==> src/rtl/debouncer_multi_fsm.sv <==
// debouncer_multi_fsm: N independent pushbutton/switch debouncers.
// Each channel has its own four-state qualification FSM and stability counter.
// A level change is accepted only after it has been sampled DELAY+1 times in a row.
// debounced, rise, fall and busy are all registered.
// Optional build macro DEBOUNCER_SYNC_EN puts a 2-flop synchronizer in front of
// every channel, which adds two cycles of latency.
// Without the macro, noisy is assumed to be synchronous to clk already.
module debouncer_multi_fsm #(
    parameter int N     = 4,
    parameter int DELAY = 8
) (
    input  logic         clk,
    input  logic         reset_n,
    input  logic [N-1:0] noisy,
    output logic [N-1:0] debounced,
    output logic [N-1:0] rise,
    output logic [N-1:0] fall,
    output logic         busy
);

    localparam int CNT_W = (DELAY > 1) ? $clog2(DELAY) : 1;
    localparam logic [CNT_W-1:0] CNT_LAST = CNT_W'(DELAY - 1);

    localparam logic [1:0] ST_IDLE   = 2'b00;
    localparam logic [1:0] ST_ARM_HI = 2'b01;
    localparam logic [1:0] ST_HIGH   = 2'b11;
    localparam logic [1:0] ST_ARM_LO = 2'b10;

    // Sampled input seen by the FSMs
    logic [N-1:0] s;

`ifdef DEBOUNCER_SYNC_EN
    logic [N-1:0] sync1_q, sync1_d;
    logic [N-1:0] sync2_q, sync2_d;

    // Synchronizer next-state: shift the raw pins through two stages
    always_comb begin
        sync1_d = noisy;
        sync2_d = sync1_q;
    end

    // Two-flop synchronizer, cleared on reset so no stale level leaks out
    always_ff @(posedge clk or negedge reset_n) begin
        if (!reset_n) begin
            sync1_q <= '0;
            sync2_q <= '0;
        end else begin
            sync1_q <= sync1_d;
            sync2_q <= sync2_d;
        end
    end

    assign s = sync2_q;
`else
    assign s = noisy;
`endif

    logic [1:0]       state_q [N];
    logic [1:0]       state_d [N];
    logic [CNT_W-1:0] cnt_q   [N];
    logic [CNT_W-1:0] cnt_d   [N];

    logic [N-1:0] debounced_q, debounced_d;
    logic [N-1:0] rise_q, rise_d;
    logic [N-1:0] fall_q, fall_d;
    logic         busy_q, busy_d;

    // Per-channel next state and counter.
    // Outputs are decoded from the *next* state so that the registered copies line up
    // with the state register, with no extra cycle of latency.
    always_comb begin
        debounced_d = '0;
        rise_d      = '0;
        fall_d      = '0;
        busy_d      = 1'b0;
        for (int unsigned i = 0; i < N; i++) begin
            state_d[i] = state_q[i];
            cnt_d[i]   = '0;
            case (state_q[i])
                ST_IDLE: begin
                    if (s[i]) begin
                        state_d[i] = ST_ARM_HI;
                    end
                end
                ST_ARM_HI: begin
                    if (!s[i]) begin
                        state_d[i] = ST_IDLE;
                    end else if (cnt_q[i] == CNT_LAST) begin
                        state_d[i] = ST_HIGH;
                    end else begin
                        cnt_d[i] = cnt_q[i] + 1'b1;
                    end
                end
                ST_HIGH: begin
                    if (!s[i]) begin
                        state_d[i] = ST_ARM_LO;
                    end
                end
                ST_ARM_LO: begin
                    if (s[i]) begin
                        state_d[i] = ST_HIGH;
                    end else if (cnt_q[i] == CNT_LAST) begin
                        state_d[i] = ST_IDLE;
                    end else begin
                        cnt_d[i] = cnt_q[i] + 1'b1;
                    end
                end
                default: begin
                    state_d[i] = ST_IDLE;
                end
            endcase

            debounced_d[i] = (state_d[i] == ST_HIGH) || (state_d[i] == ST_ARM_LO);
            rise_d[i]      = (state_q[i] == ST_ARM_HI) && (state_d[i] == ST_HIGH);
            fall_d[i]      = (state_q[i] == ST_ARM_LO) && (state_d[i] == ST_IDLE);
            busy_d         = busy_d
                           | (state_d[i] == ST_ARM_HI)
                           | (state_d[i] == ST_ARM_LO);
        end
    end

    // State, counters and registered outputs; asynchronous clear
    always_ff @(posedge clk or negedge reset_n) begin
        if (!reset_n) begin
            for (int unsigned i = 0; i < N; i++) begin
                state_q[i] <= ST_IDLE;
                cnt_q[i]   <= '0;
            end
            debounced_q <= '0;
            rise_q      <= '0;
            fall_q      <= '0;
            busy_q      <= 1'b0;
        end else begin
            for (int unsigned i = 0; i < N; i++) begin
                state_q[i] <= state_d[i];
                cnt_q[i]   <= cnt_d[i];
            end
            debounced_q <= debounced_d;
            rise_q      <= rise_d;
            fall_q      <= fall_d;
            busy_q      <= busy_d;
        end
    end

    assign debounced = debounced_q;
    assign rise      = rise_q;
    assign fall      = fall_q;
    assign busy      = busy_q;

endmodule

==> config.mk <==
export PLATFORM = sky130hd
export DESIGN_NAME = debouncer_multi_fsm
export DESIGN_NICKNAME = d
export VERILOG_FILES = /design/src/rtl/debouncer_multi_fsm.sv
export SDC_FILE = /design/constraint.sdc
export NUM_CORES = 1
export LEC_CHECK = 0
export CORE_MARGIN = 3
export CORE_UTILIZATION = 62
export DETAILED_ROUTE_END_ITERATION = 6
export DONT_BUFFER_PORTS = 1
export GPL_ROUTABILITY_DRIVEN = 0
export GPL_TIMING_DRIVEN = 1
export PLACE_DENSITY = 0.83
export SYNTH_ARGS = -nofsm -noshare
export SYNTH_HDL_FRONTEND = slang
export SYNTH_SLANG_ARGS = --single-unit
==> constraint.sdc <==
create_clock -name clk -period 2.65 [get_ports clk]
set_input_delay 0.265 -clock clk [delete_from_list [all_inputs] [get_ports clk]]
set_output_delay 0.265 -clock clk [all_outputs]
set_load 0.05 [all_outputs]
==> results of run 1 <==
==> metal layers <==
layer  part of all wire [%]  up-vias
met5                      0        -
met4                    2.1        0
met3                    4.1        9
met2                     50       30
met1                     44      567
li1                       -      579
==> cells by family (layout without fill, tap and decap cells) <==
kind of cell    Yosys count  in the layout  synth area share, %
buf+inv                  15             26                3.424
flops                    32             32                45.65
compound gates           36             36                13.77
simple gates             43             43                14.76
xor+xnor                  3              3                1.498
fa+ha+maj                26             26                18.54
mux                       4              4                2.354
==> cells in the mapped netlist (all sizes together) (2+ instances only) <==
cell type  number
xor2            2
nor2b           6
o211ai          2
nor3            2
a311o           2
a21oi           9
o32ai           2
a21o            2
nor2            4
o21a            4
nand2           5
o21ai          10
ha             26
dfrtp          32
o22ai           2
nand3b          3
nor3b           6
nand2b          2
and2            8
and3            4
inv            14
mux2i           3
==> worst max-delay path by stage <==
stage | from | to | slack, ns
4_1_cts | state_q[6] | busy | 0.27
2_1_floorplan | state_q[7] | busy | 0.48
3_5_place_dp | state_q[6] | busy | 0.28
5_1_grt | state_q[6] | busy | 0.07
6_report | state_q[6] | busy | 0.22
3_3_place_gp | cnt_q[0] | busy | 0.44
==> state kept, by name, summed over array words and instances (netlist names) <==
signal and flops:
busy 1, cnt_q 12, debounced 3, fall 4, rise 4, state_q 8
==> area by class of cell <==
type	count	area (µm²)	share of cell area, %
Multi-Input combinational cell	112	893.4	47.19
Sequential cell	32	800.8	42.30
Inverter	14	52.55	2.776
Clock buffer	6	51.30	2.710
Timing Repair Buffer	4	47.55	2.512
Tap cell	30	37.54	1.983
Clock inverter	2	10.01	0.5287
==> power breakdown <==
group | total, mW | internal, mW | switching, mW
sequential | 0.673 | 0.561 | 0.111
combinational | 0.595 | 0.239 | 0.356
clock | 0.275 | 0.126 | 0.148
==> what timing repair did <==
action                    CTS  global route
hold endpoints to repair   32             1
resized for setup           0             0
hold buffers                2             1
==> worst max-delay path, delay by kind of cell (launching register included) <==
kind / cells / cell delay (ns)
buffers and inverters: 2 / 0.17
adder cells (fa/ha/maj): 2 / 0.50
AND/OR/NAND/NOR: 3 / 0.77
AO/OA/AOI/OAI: 2 / 0.45
flip-flops: 1 / 0.43
==> metrics by stage <==
step	power, mW	instances	instance area (µm²)	hold slack, ns	worst slack (ns)
after floorplan	1.117	159	1754	-0.03059	0.4784
after global placement	1.198	189	1792	-0.02997	0.4393
after detailed placement	1.248	189	1792	-0.02997	0.2781
after CTS	1.543	199	1883	0.00006598	0.2679
after global routing	1.662	200	1893	0.1087	0.06919
final	1.542	200	1893	0.1176	0.2152
==> results.tsv, run 1 <==
metric	value	unit
r2r-end	busy	
maxSlewHeadroom	69.39	%
grt_antenna_before_repair	0	
synth.top_cell.area_share	45.65	%
ys_ff_latch	32	
number_of_buffers_created_by_cts	5	
post-route-min-period	2.435	ns
drive_above_1_share	9.412	%
grt_overflow	0	
yosysWarningCount	0	
first_pass_detailed_route_iteration_total	4	
crit_required	2.84	ns
ctsHtreeMaxLevel	2	
crit_path_top_delay_cell	or4_1	
globalRouteMet2Util	32.29	%
critical-path-max-stage-delay	0.51	ns
synth-edff-count	0	
grt_first_pass_wirelength	5092	µm
crit_path_start_kind	flip-flop	
nNetsFinal	201	
asyncSetResetFlopFracSynth	100.0	%
ioPinCount	19	
most_frequent_cells_in_the_layout	dfrtp_1 (32), ha_1 (26), inv_1 (14)	
netlist-cell-type-count	36	
die_area	3503	µm²
yosysSeqAreaShare	45.65	%
place.detailed.hpwl	2187	µm
rows	18	
cts_root_buffer	clkbuf_4	
min-delay-start	noisy[0]	
synth.cell_area	1754	µm²
cp_cell_sequence	inv_1 > ha_1 > nand2b_1 > o21ai_0 > nand2_1 > a21oi_1 > inv_1 > ha_1 > or4_1	
largest_net_degree_at_the_start_of_global_routing	33	
diodes	0	
numClockSinks	32	
detail-route-antenna-nets	0	
grt_most_used_layer	met2	
vias	1185	
global_route.usage.met1	23.81	%
whs_endpoint	state_q[6]	
drt-total-wl	2936	µm
clk_pin_slew	0.09	ns
tritoncts	yes	
syn_area_per_cell	11.03	µm²
synth_area_leaders	dfrtp_1 (46%), ha_1 (19%), inv_1 (3.0%)	
skew	0.008923	ns
critical_path.reg2reg.startpoint	state_q[6]	
r2r.worst_path.cells	9	
clockBufferDepth	2	
detail_route.wl_per_cell	14.68	µm
setup_viol	0	
drt-initial-drc-count	66	
post_dr_vias_cell	5.925	
worst-endpoint-arrival	2.63	ns
cts.repair_timing.setup_buffer_count	0	
worst_hold_path_type	in -> reg	
die_y	59.19	µm
hold_viol	0	
synth.largest_area_cell	dfrtp_1	
flow.area_growth_from_synthesis	7.918	%
setup_tns	0	ns
endpoint_kind	flip-flop	
hold_depth	2	
ir_drop	640.7	µV
power_density	814.5	nW/µm²
drc	0	
rsz0062_at_grt	no	
fillerInstances	165	
x_dimension_of_the_die	59.19	µm
timing_max_transition_violations_final	0	
power.static_leakage	0.9713	nW
grt_pass1_vias	1185	
synth_cells	159	
design.core.area	2590	µm²
dominantRegCellSynth	dfrtp_1	
max-cap-violations	0	
nets_in_the_synthesized_netlist	191	
worst_skew_pair.late_latency	0.32	ns
max_freq	0.4107	GHz
status	finished, final reports clean	
most_frequent_standard_cell_in_the_layout_excluding_fill_and_tap_cells	dfrtp_1	
final_standard_cell_utilization_of_the_core	73.09	%
critical_path_class	reg -> reg	
globalRouteMet3Util	4.793	%
highest_net_fanout_along_the_worst_path	5	
portBuffers	0	
grt_usage	19.49	%
tightest_slew	0.4594	ns
starting_utilization_of_the_core_area	67.73	%
ff2ff_setup_slack	0.22	ns
final_min_period_over_clock_period	91.88	%
(Power assumes the default switching activity.)
==> inputs of run 2 (changes only) <==
--- a/config.mk
+++ b/config.mk
@@ -11,6 +11,7 @@
 export DONT_BUFFER_PORTS = 1
 export GPL_ROUTABILITY_DRIVEN = 0
 export GPL_TIMING_DRIVEN = 1
+export HOLD_SLACK_MARGIN = 0.02
 export PLACE_DENSITY = 0.83
 export SYNTH_ARGS = -nofsm -noshare
 export SYNTH_HDL_FRONTEND = slang
==> constraint.sdc (replaced) <==
create_clock -name clk -period 2.5 [get_ports clk]
set_input_delay 0.25 -clock clk [delete_from_list [all_inputs] [get_ports clk]]
set_output_delay 0.25 -clock clk [all_outputs]
set_load 0.05 [all_outputs]
==> run 2 against run 1 <==
Net effect:
- routed wire length fell by 2.5%
- register-to-register slack got worse by 0.08 ns
- hold slack got worse by 0.014 ns
==> results.tsv, run 2 (same netlist as run 1, synthesis figures left out) <==
metric	value	unit
first_pass_detailed_route_iteration_total	4	
setup_tns	0	ns
skew	0.009667	ns
final_std_cell_area_no_fill	1878	µm²
starting_utilization_of_the_core_area	67.73	%
highest_net_fanout_along_the_worst_path	5	
portBuffers	0	
rsz0062_at_grt	no	
place.detailed.hpwl	2142	µm
registers.top_by_ff_count	cnt_q	
drive_above_1_share	8.284	%
setup_viol	0	
worst_hold_path_type	in -> reg	
drt-initial-drc-count	52	
largest_register_ff_count	12	
numClockSinks	32	
ioPinCount	19	
max_freq	0.4223	GHz
dp_worst_setup_slack	0.1440	ns
detailed_place.area	1792	µm²
power_density	843.5	nW/µm²
most_frequent_cells_in_the_layout	dfrtp_1 (32), ha_1 (26), inv_1 (14)	
hold_viol	0	
final_min_period_over_clock_period	94.72	%
biggestRegsByFlops	cnt_q x12, state_q x8	
tritoncts	yes	
crit_path_start_kind	flip-flop	
most_frequent_standard_cell_in_the_layout_excluding_fill_and_tap_cells	dfrtp_1	
timing.final.ws_setup	0.1320	ns
post_dr_vias_cell	5.849	
flow.area_growth_from_synthesis	7.061	%
die_area	3503	µm²
x_dimension_of_the_die	59.19	µm
largest_net_degree_at_the_start_of_global_routing	33	
nNetsFinal	201	
status	finished, final reports clean	
detail_route.wl_per_cell	14.39	µm
cts_root_buffer	clkbuf_4	
critical_path_class	reg -> reg	
worst_skew_pair.late_latency	0.32	ns
crit_required	2.69	ns
tightest_slew	0.4561	ns
drt-total-wl	2864	µm
ir_drop	677.6	µV
die_y	59.19	µm
rows	18	
drc	0	
grt_overflow	0	
grt_pass1_vias	1198	
grt_first_pass_wirelength	5043	µm
max-cap-violations	0	
grt_antenna_before_repair	0	
power.static_leakage	0.9611	nW
vias	1164	
post-route-min-period	2.368	ns
design.core.area	2590	µm²
ctsHtreeMaxLevel	2	
clockBufferDepth	2	
grt_usage	19.46	%
clk_pin_slew	0.08	ns
endpoint_kind	flip-flop	
detail-route-antenna-nets	0	
number_of_buffers_created_by_cts	5	
maxSlewHeadroom	69.61	%
diodes	0	
worst-endpoint-arrival	2.56	ns
timing_max_transition_violations_final	0	
run 2: worst max-delay path: stages (launching register included):
cell and delay [ns]:
dfrtp_1 0.43, inv_1 0.09, ha_1 0.23, nand2b_1 0.18, o21ai_1 0.17, nand2_1 0.07
a21oi_1 0.22, inv_1 0.08, ha_1 0.26, or4_1 0.51
run 2: power breakdown:
group	switching (mW)	internal, mW	total [mW]
clock network	0.153	0.103	0.257
logic	0.364	0.251	0.615
registers	0.118	0.595	0.713
total	0.635	0.949	1.58
run 2: layout make-up:
cell class,count,area [µm²]
clock buffers,6,41.29
clock inverters,1,5.005
fillers,177,711.9
inverters,14,52.55
multi-input cells,112,893.4
flip-flops and latches,32,800.8
well taps,30,37.54
repair buffers,4,47.55
run 2: repair_timing:
| item | 4_1_cts | 5_1_grt |
|---|---|---|
| buffers inserted | 0 | 0 |
| resized for setup | 0 | 1 |
| hold buffers | 3 | 0 |
| endpoints found under the setup margin | 0 | 1 |
| endpoints found under the hold margin | 33 | 0 |
run 2: stage by stage:
| step | cells | power (mW) | util [%] | hold slack, ns |
|---|---|---|---|---|
| finish | 199 | 1.584 | 72.51 | 0.1035 |
| global route | 199 | 1.719 | 72.51 | 0.08732 |
| CTS | 199 | 1.592 | 72.51 | 0.08956 |
| detailed placement | 189 | 1.316 | 69.18 | -0.04497 |
| global placement | 189 | 1.270 | 69.18 | -0.04497 |
| floorplan | 159 | 1.184 | - | -0.04559 |
run 2: path summary, 6_finish.rpt:
kind | cells past startpoint | end | start | slack [ns]
min in group asynchronous | 2 | cnt_q[9] | reset_n | 0.37
hold / removal | 2 | state_q[6] | noisy[0] | 0.10
setup reg to reg | 9 | busy | state_q[6] | 0.13
hold reg to reg | 1 | cnt_q[9] | cnt_q[9] | 0.44
setup / recovery | 9 | busy | state_q[6] | 0.13
max in group asynchronous | 2 | state_q[7] | reset_n | 1.97
run 2: routing by layer:
layer / track usage [%] / wire length [µm] / vias to the layer above / part of all wire (%)
met4: 6.796 / 29 / 0 / 1.0
met1: 22.45 / 1262 / 561 / 44
met5: 0 / 0 / - / 0
met2: 32.76 / 1457 / 23 / 51
met3: 7.407 / 115 / 4 / 4.0
li1: - / - / 576 / -
==> inputs of run 3 (changes only) <==
--- a/config.mk
+++ b/config.mk
@@ -10,9 +10,10 @@
 export DETAILED_ROUTE_END_ITERATION = 6
 export DONT_BUFFER_PORTS = 1
 export GPL_ROUTABILITY_DRIVEN = 0
-export GPL_TIMING_DRIVEN = 1
+export GPL_TIMING_DRIVEN = 0
 export HOLD_SLACK_MARGIN = 0.02
 export PLACE_DENSITY = 0.83
+export SETUP_SLACK_MARGIN = 0.2
 export SYNTH_ARGS = -nofsm -noshare
 export SYNTH_HDL_FRONTEND = slang
 export SYNTH_SLANG_ARGS = --single-unit
==> run 3 against run 2 <==
Net effect:
- clock power rose by 19%
- design area rose by 7.8%
- combinational power rose by 27%
- sequential share of layout area fell by 2.9 points
- highest routed layer unchanged
- critical path type unchanged
==> results.tsv, run 3 (same netlist as run 1, synthesis figures left out) <==
metric	value	unit
cts_root_buffer	clkbuf_4	
post-route-min-period	2.271	ns
tritoncts	yes	
most_frequent_cells_in_the_layout	dfrtp_1 (29), ha_1 (20), inv_1 (13)	
skew	0.008628	ns
max-cap-violations	0	
registers.top_by_ff_count	cnt_q	
hold_viol	0	
worst_hold_path_type	in -> reg	
ioPinCount	19	
grt_usage	20.99	%
setup_viol	0	
power.static_leakage	0.9920	nW
first_pass_detailed_route_iteration_total	4	
grt_pass1_vias	1165	
cp_cell_sequence	ha_1 > ha_4 > nand2b_1 > o21ai_0 > nand2_1 > a21oi_2 > inv_1 > ha_1 > or4_1	
numClockSinks	32	
maxSlewHeadroom	68.28	%
ir_drop	747.5	µV
biggestRegsByFlops	cnt_q x12, state_q x8	
critical_path_class	reg -> reg	
clk_pin_slew	0.10	ns
crit_path_frequent_cell	ha_1	
rsz0062_at_grt	no	
drt-total-wl	3646	µm
diodes	0	
switching_share_of_power	40.94	%
worst_path_dominant_cell_family	simple AND/OR/NAND/NOR gates	
p_clk_share	16.9	%
cell_internal_pwr	1.070	mW
drive_above_1_share	21.02	%
crit_path_top_delay_cell	or4_1	
number_of_buffers_created_by_cts	5	
highest_net_fanout_along_the_worst_path	4	
grt_antenna_before_repair	0	
post_dr_vias_cell	6.267	
die_y	59.19	µm
detail-route-antenna-nets	0	
timing.final.ws_setup	0.2292	ns
nNetsFinal	207	
starting_utilization_of_the_core_area	67.73	%
setup_tns	0	ns
fillerInstances	154	
timing_max_transition_violations_final	0	
design.core.area	2590	µm²
most_frequent_standard_cell_in_the_layout_excluding_fill_and_tap_cells	dfrtp_1	
comb_power_share	43.1	%
largest_net_degree_at_the_start_of_global_routing	33	
ctsHtreeMaxLevel	2	
post-place-cells	189	
max_freq	0.4404	GHz
power.total	1.812	mW
drt-initial-drc-count	75	
worst-endpoint-arrival	2.48	ns
x_dimension_of_the_die	59.19	µm
critical_path.n_buffers_inverters	1	
portBuffers	0	
detail_route.wl_per_cell	17.70	µm
stdcell_count	206	
vias	1291	
flow.area_growth_from_synthesis	15.41	%
power_density	895.0	nW/µm²
crit_path_start_kind	flip-flop	
dp_worst_setup_slack	0.08925	ns
crit_required	2.71	ns
endpoint_kind	flip-flop	
final_standard_cell_utilization_of_the_core	78.16	%
grt_first_pass_wirelength	5388	µm
drc	0	
clockBufferDepth	2	
final_min_period_over_clock_period	90.83	%
sequential_power_share	40.0	%
rows	18	
grt_overflow	0	
tightest_slew	0.4761	ns
critical-path-max-stage-delay	0.52	ns
place.detailed.hpwl	2260	µm
worst_skew_pair.late_latency	0.33	ns
die_area	3503	µm²
largest_register_ff_count	12	
status	finished, final reports clean	
switching_power_summed_over_all_nets	0.7419	mW
-- run 3: cell count changes in the layout (fill, tap and decap cells not counted), sizes merged --
cell and change:
clkinv +1, buf +6
-- run 3: power groups by stage --
stage,clock network (mW),registers (mW),logic (mW)
6_report,0.307,0.724,0.781
2_1_floorplan,0,0.711,0.472
4_1_cts,0.311,0.718,0.636
3_3_place_gp,0,0.725,0.539
5_1_grt,0.336,0.733,0.854
3_5_place_dp,0,0.734,0.587
-- run 3: worst reg2reg max path, stage by stage (launching register included) --
cell      delay, ns
dfrtp_1        0.37
ha_1           0.22
ha_4           0.18
nand2b_1       0.08
o21ai_0        0.16
nand2_1        0.09
a21oi_2        0.21
inv_1          0.06
ha_1           0.26
or4_1          0.52
-- run 3: repair_timing --
item | 4_1_cts | 5_1_grt
pin swaps | 0 | 4
endpoints found under the setup margin | 1 | 1
endpoints found under the hold margin | 33 | 0
resized for setup | 1 | 22
setup buffers | 1 | 5
hold buffers | 3 | 0
-- run 3: routing by layer --
metal,track usage (%),up-vias,routed length (µm)
li1,-,587,-
met1,24.79,649,1438
met2,36.35,53,1982
met3,4.793,2,201
met4,8.738,0,23
met5,0,-,0
-- run 3: final timing paths --
| kind | startpoint | to | slack, ns | depth (start not counted) |
|---|---|---|---|---|
| min reg2reg | cnt_q[6] | cnt_q[6] | 0.45 | 1 |
| min in group asynchronous | reset_n | debounced[3] | 0.36 | 2 |
| max reg2reg | cnt_q[9] | busy | 0.23 | 9 |
| max in group asynchronous | reset_n | state_q[5] | 1.96 | 2 |
| max | cnt_q[9] | busy | 0.23 | 9 |
| min | noisy[0] | state_q[6] | 0.1 | 2 |
-- run 3: area by class of cell --
cell class	instances	area [µm²]	share of cell area, %
plain buffers	1	7.507	0.3708
clock buffers	6	51.30	2.534
clock inverters	2	10.01	0.4944
inverters	14	52.55	2.596
multi-input cells	112	975.9	48.21
flip-flops and latches	32	804.5	39.74
well taps	30	37.54	1.854
repair buffers	9	85.08	4.203
-- run 3: stage by stage --
| step | cell area [µm²] | hold WS [ns] |
|---|---|---|
| floorplan | 1754 | -0.04559 |
| global placement | 1792 | -0.04496 |
| detailed placement | 1792 | -0.04494 |
| CTS | 1904 | 0.07567 |
| global route | 2024 | 0.09671 |
| finish | 2024 | 0.09766 |
